===== src/rtl/msx_mouse_pkg.sv =====
// Shared types and constants for the MSX mouse port: phase encoding, idle nibble, clamp limits.
package msx_mouse_pkg;

   typedef enum logic [1:0] {
      PH_XH = 2'd0,
      PH_XL = 2'd1,
      PH_YH = 2'd2,
      PH_YL = 2'd3
   } phase_t;

   localparam logic [3:0] NIB_IDLE  = 4'hF;
   localparam int         CLAMP_MAX = 32'sd127;
   localparam int         CLAMP_MIN = -32'sd128;

endpackage


===== src/rtl/msx_mouse_port_if.sv =====
// Decoder-side and joystick-side signals of the MSX mouse port, grouped as one bus.
interface msx_mouse_port_if;

   logic       port_en;
   logic       move_stb;
   logic [7:0] dx;
   logic [7:0] dy;
   logic       btn_l_n;
   logic       btn_r_n;
   logic       strobe;
   logic [3:0] joy_data;
   logic       trg_a_n;
   logic       trg_b_n;

   modport master (
      output port_en, move_stb, dx, dy, btn_l_n, btn_r_n, strobe,
      input  joy_data, trg_a_n, trg_b_n
   );

   modport slave (
      input  port_en, move_stb, dx, dy, btn_l_n, btn_r_n, strobe,
      output joy_data, trg_a_n, trg_b_n
   );

endinterface


===== src/rtl/msx_mouse_acc.sv =====
// Per-axis saturating motion accumulator with clear, latch-and-subtract and delta add.
// Optional delta acceleration is enabled by defining MSX_MOUSE_ACCEL_EN.
module msx_mouse_acc
   import msx_mouse_pkg::*;
#(
   parameter int ACC_W = 10
) (
   input  logic       clk,
   input  logic       reset,
   input  logic       clr,
   input  logic       add,
   input  logic [7:0] delta,
   input  logic       latch,
   output logic [7:0] clamp_val,
   output logic [7:0] lat_val
);

   localparam int SUM_W   = ACC_W + 2;
   localparam int ACC_LIM = (32'sd1 <<< (ACC_W - 1)) - 32'sd1;
   localparam logic signed [SUM_W-1:0] SUM_HI = SUM_W'(ACC_LIM);
   localparam logic signed [SUM_W-1:0] SUM_LO = SUM_W'(-ACC_LIM);
   localparam logic signed [ACC_W-1:0] CLP_HI = ACC_W'(CLAMP_MAX);
   localparam logic signed [ACC_W-1:0] CLP_LO = ACC_W'(CLAMP_MIN);

   function automatic logic signed [9:0] shape_delta(input logic [7:0] d);
      logic signed [9:0] w;
      w = {{2{d[7]}}, d};
`ifdef MSX_MOUSE_ACCEL_EN
      // Larger moves are doubled minus a fixed knee so small moves keep precision.
      if (w > 10'sd8) begin
         w = (w <<< 1) - 10'sd8;
      end else if (w < -10'sd8) begin
         w = (w <<< 1) + 10'sd8;
      end else begin
         w = w;
      end
`endif
      return w;
   endfunction

   logic signed [ACC_W-1:0] acc_r;
   logic signed [ACC_W-1:0] acc_nxt_s;
   logic        [7:0]       clamp_s;
   logic        [7:0]       lat_r;
   logic signed [SUM_W-1:0] base_s;
   logic signed [SUM_W-1:0] sum_s;
   logic signed [9:0]       delta_s;

   // Clamp the running total to the byte range the MSX protocol can carry.
   always_comb begin
      if (acc_r > CLP_HI) begin
         clamp_s = 8'h7F;
      end else if (acc_r < CLP_LO) begin
         clamp_s = 8'h80;
      end else begin
         clamp_s = acc_r[7:0];
      end
   end

   // Next total: latch removes the reported part, then the new delta lands on the residual.
   always_comb begin
      delta_s = shape_delta(delta);
      if (clr) begin
         base_s = {SUM_W{1'b0}};
      end else if (latch) begin
         base_s = {{2{acc_r[ACC_W-1]}}, acc_r} - {{(SUM_W-8){clamp_s[7]}}, clamp_s};
      end else begin
         base_s = {{2{acc_r[ACC_W-1]}}, acc_r};
      end
      if (add) begin
         sum_s = base_s + {{(SUM_W-10){delta_s[9]}}, delta_s};
      end else begin
         sum_s = base_s;
      end
      if (sum_s > SUM_HI) begin
         acc_nxt_s = ACC_W'(ACC_LIM);
      end else if (sum_s < SUM_LO) begin
         acc_nxt_s = ACC_W'(-ACC_LIM);
      end else begin
         acc_nxt_s = sum_s[ACC_W-1:0];
      end
   end

   // Accumulator and latched-byte registers.
   always_ff @(posedge clk or negedge reset) begin
      if (!reset) begin
         acc_r <= {ACC_W{1'b0}};
         lat_r <= 8'h00;
      end else begin
         acc_r <= acc_nxt_s;
         if (latch) begin
            lat_r <= clamp_s;
         end
      end
   end

   assign clamp_val = clamp_s;
   assign lat_val   = lat_r;

endmodule


===== src/rtl/msx_mouse_port.sv =====
// MSX joystick-port mouse: accumulates PS/2 deltas and serves them as strobed nibbles.
// Build option MSX_MOUSE_ACCEL_EN enables delta acceleration inside msx_mouse_acc.
module msx_mouse_port
   import msx_mouse_pkg::*;
#(
   parameter int TIMEOUT_CYCLES = 32768,
   parameter int ACC_W          = 10
) (
   input logic              clk,
   input logic              reset,
   msx_mouse_port_if.slave  bus
);

   localparam int CNT_W = $clog2(TIMEOUT_CYCLES);
   localparam logic [CNT_W-1:0] TO_MAX = CNT_W'(TIMEOUT_CYCLES - 32'sd1);

   logic              strb_s1_r;
   logic              strb_s2_r;
   logic              strb_s3_r;
   logic              strb_edge_r;
   logic              port_en_r;
   logic [CNT_W-1:0]  to_cnt_r;
   phase_t            phase_r;
   phase_t            phase_nxt_s;
   logic [3:0]        joy_r;
   logic [3:0]        joy_nxt_s;
   logic              trg_a_r;
   logic              trg_b_r;
   logic              latch_s;
   logic              clr_s;
   logic [7:0]        x_clamp_s;
   logic [7:0]        y_clamp_s;
   logic [7:0]        x_lat_s;
   logic [7:0]        y_lat_s;

   assign clr_s = bus.port_en & ~port_en_r;

   msx_mouse_acc #(.ACC_W(ACC_W)) u_acc_x (
      .clk       (clk),
      .reset     (reset),
      .clr       (clr_s),
      .add       (bus.move_stb),
      .delta     (bus.dx),
      .latch     (latch_s),
      .clamp_val (x_clamp_s),
      .lat_val   (x_lat_s)
   );

   msx_mouse_acc #(.ACC_W(ACC_W)) u_acc_y (
      .clk       (clk),
      .reset     (reset),
      .clr       (clr_s),
      .add       (bus.move_stb),
      .delta     (bus.dy),
      .latch     (latch_s),
      .clamp_val (y_clamp_s),
      .lat_val   (y_lat_s)
   );

   // Strobe synchroniser, edge flag and port_en history.
   always_ff @(posedge clk or negedge reset) begin
      if (!reset) begin
         strb_s1_r   <= 1'b0;
         strb_s2_r   <= 1'b0;
         strb_s3_r   <= 1'b0;
         strb_edge_r <= 1'b0;
         port_en_r   <= 1'b0;
      end else begin
         strb_s1_r   <= bus.strobe;
         strb_s2_r   <= strb_s1_r;
         strb_s3_r   <= strb_s2_r;
         strb_edge_r <= strb_s2_r ^ strb_s3_r;
         port_en_r   <= bus.port_en;
      end
   end

   // Idle counter since the last strobe edge, saturating at the timeout value.
   always_ff @(posedge clk or negedge reset) begin
      if (!reset) begin
         to_cnt_r <= {CNT_W{1'b0}};
      end else if (strb_edge_r) begin
         to_cnt_r <= {CNT_W{1'b0}};
      end else if (to_cnt_r != TO_MAX) begin
         to_cnt_r <= to_cnt_r + CNT_W'(32'd1);
      end else begin
         to_cnt_r <= to_cnt_r;
      end
   end

   // Phase sequencing and nibble selection.
   always_comb begin
      phase_nxt_s = phase_r;
      joy_nxt_s   = joy_r;
      latch_s     = 1'b0;
      if (!bus.port_en) begin
         phase_nxt_s = PH_XH;
         joy_nxt_s   = NIB_IDLE;
      end else if (strb_edge_r) begin
         case (phase_r)
            PH_XH: begin
               latch_s     = 1'b1;
               joy_nxt_s   = x_clamp_s[7:4];
               phase_nxt_s = PH_XL;
            end
            PH_XL: begin
               joy_nxt_s   = x_lat_s[3:0];
               phase_nxt_s = PH_YH;
            end
            PH_YH: begin
               joy_nxt_s   = y_lat_s[7:4];
               phase_nxt_s = PH_YL;
            end
            PH_YL: begin
               joy_nxt_s   = y_lat_s[3:0];
               phase_nxt_s = PH_XH;
            end
            default: begin
               phase_nxt_s = PH_XH;
            end
         endcase
      end else if (to_cnt_r == TO_MAX) begin
         // Host abandoned the read; restart so the next edge latches fresh data.
         phase_nxt_s = PH_XH;
      end else begin
         phase_nxt_s = phase_r;
      end
   end

   // Phase, nibble and trigger output registers.
   always_ff @(posedge clk or negedge reset) begin
      if (!reset) begin
         phase_r <= PH_XH;
         joy_r   <= 4'h0;
         trg_a_r <= 1'b1;
         trg_b_r <= 1'b1;
      end else begin
         phase_r <= phase_nxt_s;
         joy_r   <= joy_nxt_s;
         trg_a_r <= bus.port_en ? bus.btn_l_n : 1'b1;
         trg_b_r <= bus.port_en ? bus.btn_r_n : 1'b1;
      end
   end

   assign bus.joy_data = joy_r;
   assign bus.trg_a_n  = trg_a_r;
   assign bus.trg_b_n  = trg_b_r;

endmodule


===== src/flat_wrapper.sv =====
// flat-port wrapper written by rule: the top's interface ports become plain ports
module msx_mouse_port_flat import msx_mouse_pkg::*;
#(
   parameter int TIMEOUT_CYCLES = 32768,
   parameter int ACC_W          = 10
)
  (clk, reset, bus_port_en, bus_move_stb, bus_dx, bus_dy, bus_btn_l_n, bus_btn_r_n, bus_strobe, bus_joy_data, bus_trg_a_n, bus_trg_b_n);
  msx_mouse_port_if bus_i ();
  input logic clk;
  input logic reset;
  input wire logic [$bits(bus_i.port_en)-1:0] bus_port_en;
  input wire logic [$bits(bus_i.move_stb)-1:0] bus_move_stb;
  input wire logic [$bits(bus_i.dx)-1:0] bus_dx;
  input wire logic [$bits(bus_i.dy)-1:0] bus_dy;
  input wire logic [$bits(bus_i.btn_l_n)-1:0] bus_btn_l_n;
  input wire logic [$bits(bus_i.btn_r_n)-1:0] bus_btn_r_n;
  input wire logic [$bits(bus_i.strobe)-1:0] bus_strobe;
  output wire logic [$bits(bus_i.joy_data)-1:0] bus_joy_data;
  output wire logic [$bits(bus_i.trg_a_n)-1:0] bus_trg_a_n;
  output wire logic [$bits(bus_i.trg_b_n)-1:0] bus_trg_b_n;
  assign bus_i.port_en = bus_port_en;
  assign bus_i.move_stb = bus_move_stb;
  assign bus_i.dx = bus_dx;
  assign bus_i.dy = bus_dy;
  assign bus_i.btn_l_n = bus_btn_l_n;
  assign bus_i.btn_r_n = bus_btn_r_n;
  assign bus_i.strobe = bus_strobe;
  assign bus_joy_data = bus_i.joy_data;
  assign bus_trg_a_n = bus_i.trg_a_n;
  assign bus_trg_b_n = bus_i.trg_b_n;
  msx_mouse_port #(.TIMEOUT_CYCLES(TIMEOUT_CYCLES), .ACC_W(ACC_W)) u_core (.clk(clk), .reset(reset), .bus(bus_i));
endmodule

===== config.mk =====
export PLATFORM = sky130hd
export DESIGN_NAME = msx_mouse_port_flat
export DESIGN_NICKNAME = d
export VERILOG_FILES = /design/src/rtl/msx_mouse_pkg.sv /design/src/rtl/msx_mouse_port_if.sv /design/src/rtl/msx_mouse_acc.sv /design/src/rtl/msx_mouse_port.sv /design/src/flat_wrapper.sv
export SDC_FILE = /design/constraint.sdc
export NUM_CORES = 1
export LEC_CHECK = 0
export CAP_MARGIN = 20
export CORE_MARGIN = 5
export CORE_UTILIZATION = 50
export CTS_CLUSTER_SIZE = 14
export DETAILED_ROUTE_END_ITERATION = 8
export PLACE_DENSITY_LB_ADDON = 0.25
export SYNTH_ARGS = -nofsm -noshare
export SYNTH_HDL_FRONTEND = slang
export SYNTH_SLANG_ARGS = --single-unit

===== constraint.sdc =====
create_clock -name clk -period 8.1 [get_ports clk]
set_input_delay 1.215 -clock clk [delete_from_list [all_inputs] [get_ports clk]]
set_output_delay 1.215 -clock clk [all_outputs]
set_load 0.01 [all_outputs]

==> metrics.yaml <==
outcome: "finished clean"
hold_buffers: 0
synth_area_leader_cell: "dfrtp_1"
fillerInstances: 1018
io_buffers: 28
final_common_cell: "nand2_1"
post_cts_resized: 0
synth.avg_cell_area_sq_um: 8.23
vias_per_cell: 6.17
synth_area_leaders: "dfrtp_1 27%, ha_1 10%, nand2_1 6.3%"
core_area_sq_mm: 0.0107
finalPower_w: 0.00266
synth_top_area_frac: 0.267
max_freq_mhz: 178
p_comb_frac: 0.698
synth_area_sq_mm: 0.00544
ys_warn_count: 0
post-route-period-util: 0.695
cts_tree: "built"
cp_common_cell: "a211oi_1"
swShare: 0.501
internal_power_w: 0.00132
pin_count: 29
worstPathRequired_ns: 8.32
async_reset_ff_frac: 1.00
antenna_cells: 0
dpl_cell_area_sq_mm: 0.00582
cpMaxStageDelayCell: "clkdlybuf4s50_1"
drt_wl_total_um: 13400
setup_viol: 0
final_area_sq_mm: 0.00603
cts_setup_buffers: 0
clock_sinks: 60
start_util: 0.506
slowest_delay_ns: 0.77
vias: 5088
power_frac_seq: 0.194
crit_family: "compound AO/OA/AOI/OAI gates"
slew_headroom: 0.494
dp_cells: 808
place_hpwl_um: 10300
first_pass_iters: 5
final_cell_mix: "91 x nand2_1, 61 x nor2_1, 58 x dfrtp_1"
start_kind: "input pin"
synth_edf_count: 0
path_class: "input pin to register"
drc: 0
final_hold_viol_count: 0
r2r_cells: 20
syn_inst: 661
die-area_sq_mm: 0.0131
gp_congestion: 0.949
drtIter0Drc: 314
p_switching_w: 0.00133
synth_ff_type: "dfrtp_1"
htree_levels: 3
clock_path_buffers: 2
grt_pass1_vias: 4729
synth_seq_cells: 60
grt_pass1_wl_um: 22400
grt_max_degree: 61
path_clk_slew_ns: 0.08
power.density_mw_per_mm2: 440
p_leak_nw: 2.56
root_buffer: "clkbuf_8"
hold_depth: 0
overflow: 0
fin_nets: 750
fp-row-count: 38
tns_ns: 0
ant_nets: 0
worstPathMaxFanout: 15
clockPowerShare: 0.107
worstSkewPairLatency_ns: 0.36
arrival_ns: 5.86
crit_chain: "clkdlybuf4s50_1 -> and3_1 -> nor2_1 -> a211oi_1 -> ha_1 -> a211o_1 -> a211oi_1 -> o21bai_1 -> o21ba_2 -> a221o_1 -> a31oi_1 -> o311ai_2 -> o311a_1 -> or4b_1"
final_layout_size_suffix_gt1_frac: 0.0789
grt_antenna_before_repair: 0
path_buf_inv: 1
min_period_ns: 5.63
die_h_um: 114
rsz0062_at_grt: "false"
skew_ns: 0.0106
fp.dieW_um: 114
area_delta_synth_final_pct: 10.9
worst_pin_slew_ns: 0.759
synth_seq_area_share: 0.277
wl_per_cell_um: 16.3
maxCapViolCount: 0
hp-class: "register to register"
crit_cells: 14
end_kind: "register"
synth_nets: 732
numCtsBuffers: 9
final_cells: 824
ir_worst_vdd_mv: 0.190
slew_violations: 0
grt_usage: 0.211
synth.distinct_cells: 82
fin_util: 0.561
==> flip-flops by register name, indices dropped and copies added, names as in the netlist <==
signal / flops
u_core.u_acc_y.lat_val: 8
u_core.strb_s2_r: 1
u_core.u_acc_y.acc_r: 10
u_core.bus.joy_data: 4
u_core.u_acc_x.lat_val: 4
u_core.to_cnt_r: 15
u_core.bus.trg_a_n: 1
u_core.strb_edge_r: 1
u_core.port_en_r: 1
u_core.phase_r: 2
u_core.strb_s1_r: 1
u_core.strb_s3_r: 1
u_core.bus.trg_b_n: 1
u_core.u_acc_x.acc_r: 10
==> metrics by stage <==
stage               hold slack, ns  worst slack, ns
finish                       0.350             2.47
global route                 0.362             2.07
CTS                          0.353             2.45
detailed placement           0.336             2.10
global placement             0.334             2.19
floorplan                    0.331             2.96
==> power by group through the flow <==
stage          combinational [W]  sequential, W  clock, W
3_5_place_dp             0.00181       0.000517         0
2_1_floorplan            0.00148       0.000456         0
4_1_cts                  0.00183       0.000511  0.000289
3_3_place_gp             0.00176       0.000512         0
5_1_grt                  0.00206       0.000529  0.000303
6_report                 0.00185       0.000516  0.000285
==> worst reg2reg max path, stage by stage, from the launching register on <==
cell	delay, ns
dfrtp_1	0.61
o21bai_1	0.39
o21a_1	0.23
inv_1	0.08
fa_1	0.46
inv_1	0.07
a221oi_1	0.12
o31ai_1	0.40
xor2_1	0.31
nand2_1	0.09
a21oi_1	0.21
ha_1	0.31
a21oi_1	0.21
o211ai_1	0.16
a21oi_1	0.23
a2111oi_1	0.10
or4_1	0.53
a31oi_1	0.25
a221o_1	0.31
nand3_1	0.09
or2_1	0.21
==> final timing paths <==
kind,from,endpoint,slack [ns]
max,bus_port_en,u_core.u_acc_y.acc_r[0],2.47
min,u_core.strb_s1_r,u_core.strb_s2_r,0.35
max reg2reg,u_core.u_acc_x.acc_r[7],u_core.u_acc_x.acc_r[0],2.62
min reg2reg,u_core.strb_s1_r,u_core.strb_s2_r,0.35
max in group asynchronous,reset,u_core.u_acc_x.acc_r[3],6.59
min in group asynchronous,reset,u_core.bus.joy_data[3],1.01
==> per-layer routing <==
metal | vias up | track usage | part of all wire
li1 | 2488 | - | -
met1 | 2418 | 0.291 | 0.48
met2 | 159 | 0.341 | 0.45
met3 | 23 | 0.0307 | 0.051
met4 | 0 | 0.0673 | 0.020
met5 | - | 0 | 0
==> cell families (layout without fill, tap and decap cells) <==
group           after synthesis  count (layout)  share of synthesized area
compound gates              216             216                      0.282
xor+xnor                     27              27                     0.0435
fa+ha+maj                    50              50                      0.120
buf+inv                      46              69                     0.0338
flops                        60              60                      0.277
mux                          11              11                     0.0246
simple gates                251             251                      0.219
==> cells in the mapped netlist, drive strengths merged (6+ instances only) <==
library cell	count
inv	19
nand2	91
nand3	15
a21o	6
clkbuf	20
a222oi	6
and2	14
a21oi	38
xnor2	14
nor2	61
nor2b	7
and3	8
or2	6
o31ai	6
a221oi	9
o21ai	61
nor3	10
ha	44
nand4	6
xor2	13
a211oi	17
a31oi	10
mux2	6
nand2b	14
buf	7
dfrtp	58
==> area by class of cell <==
| class | count | area, sq um | share of cell area |
|---|---|---|---|
| clock buffers | 10 | 138 | 0.0228 |
| clock inverters | 6 | 70.1 | 0.0116 |
| inverters | 19 | 71.3 | 0.0118 |
| multi-input cells | 555 | 3750 | 0.622 |
| flip-flops and latches | 60 | 1500 | 0.249 |
| well taps | 140 | 175 | 0.0291 |
| repair buffers | 34 | 320 | 0.0531 |
Note: power is estimated with default switching activity, not from simulation.
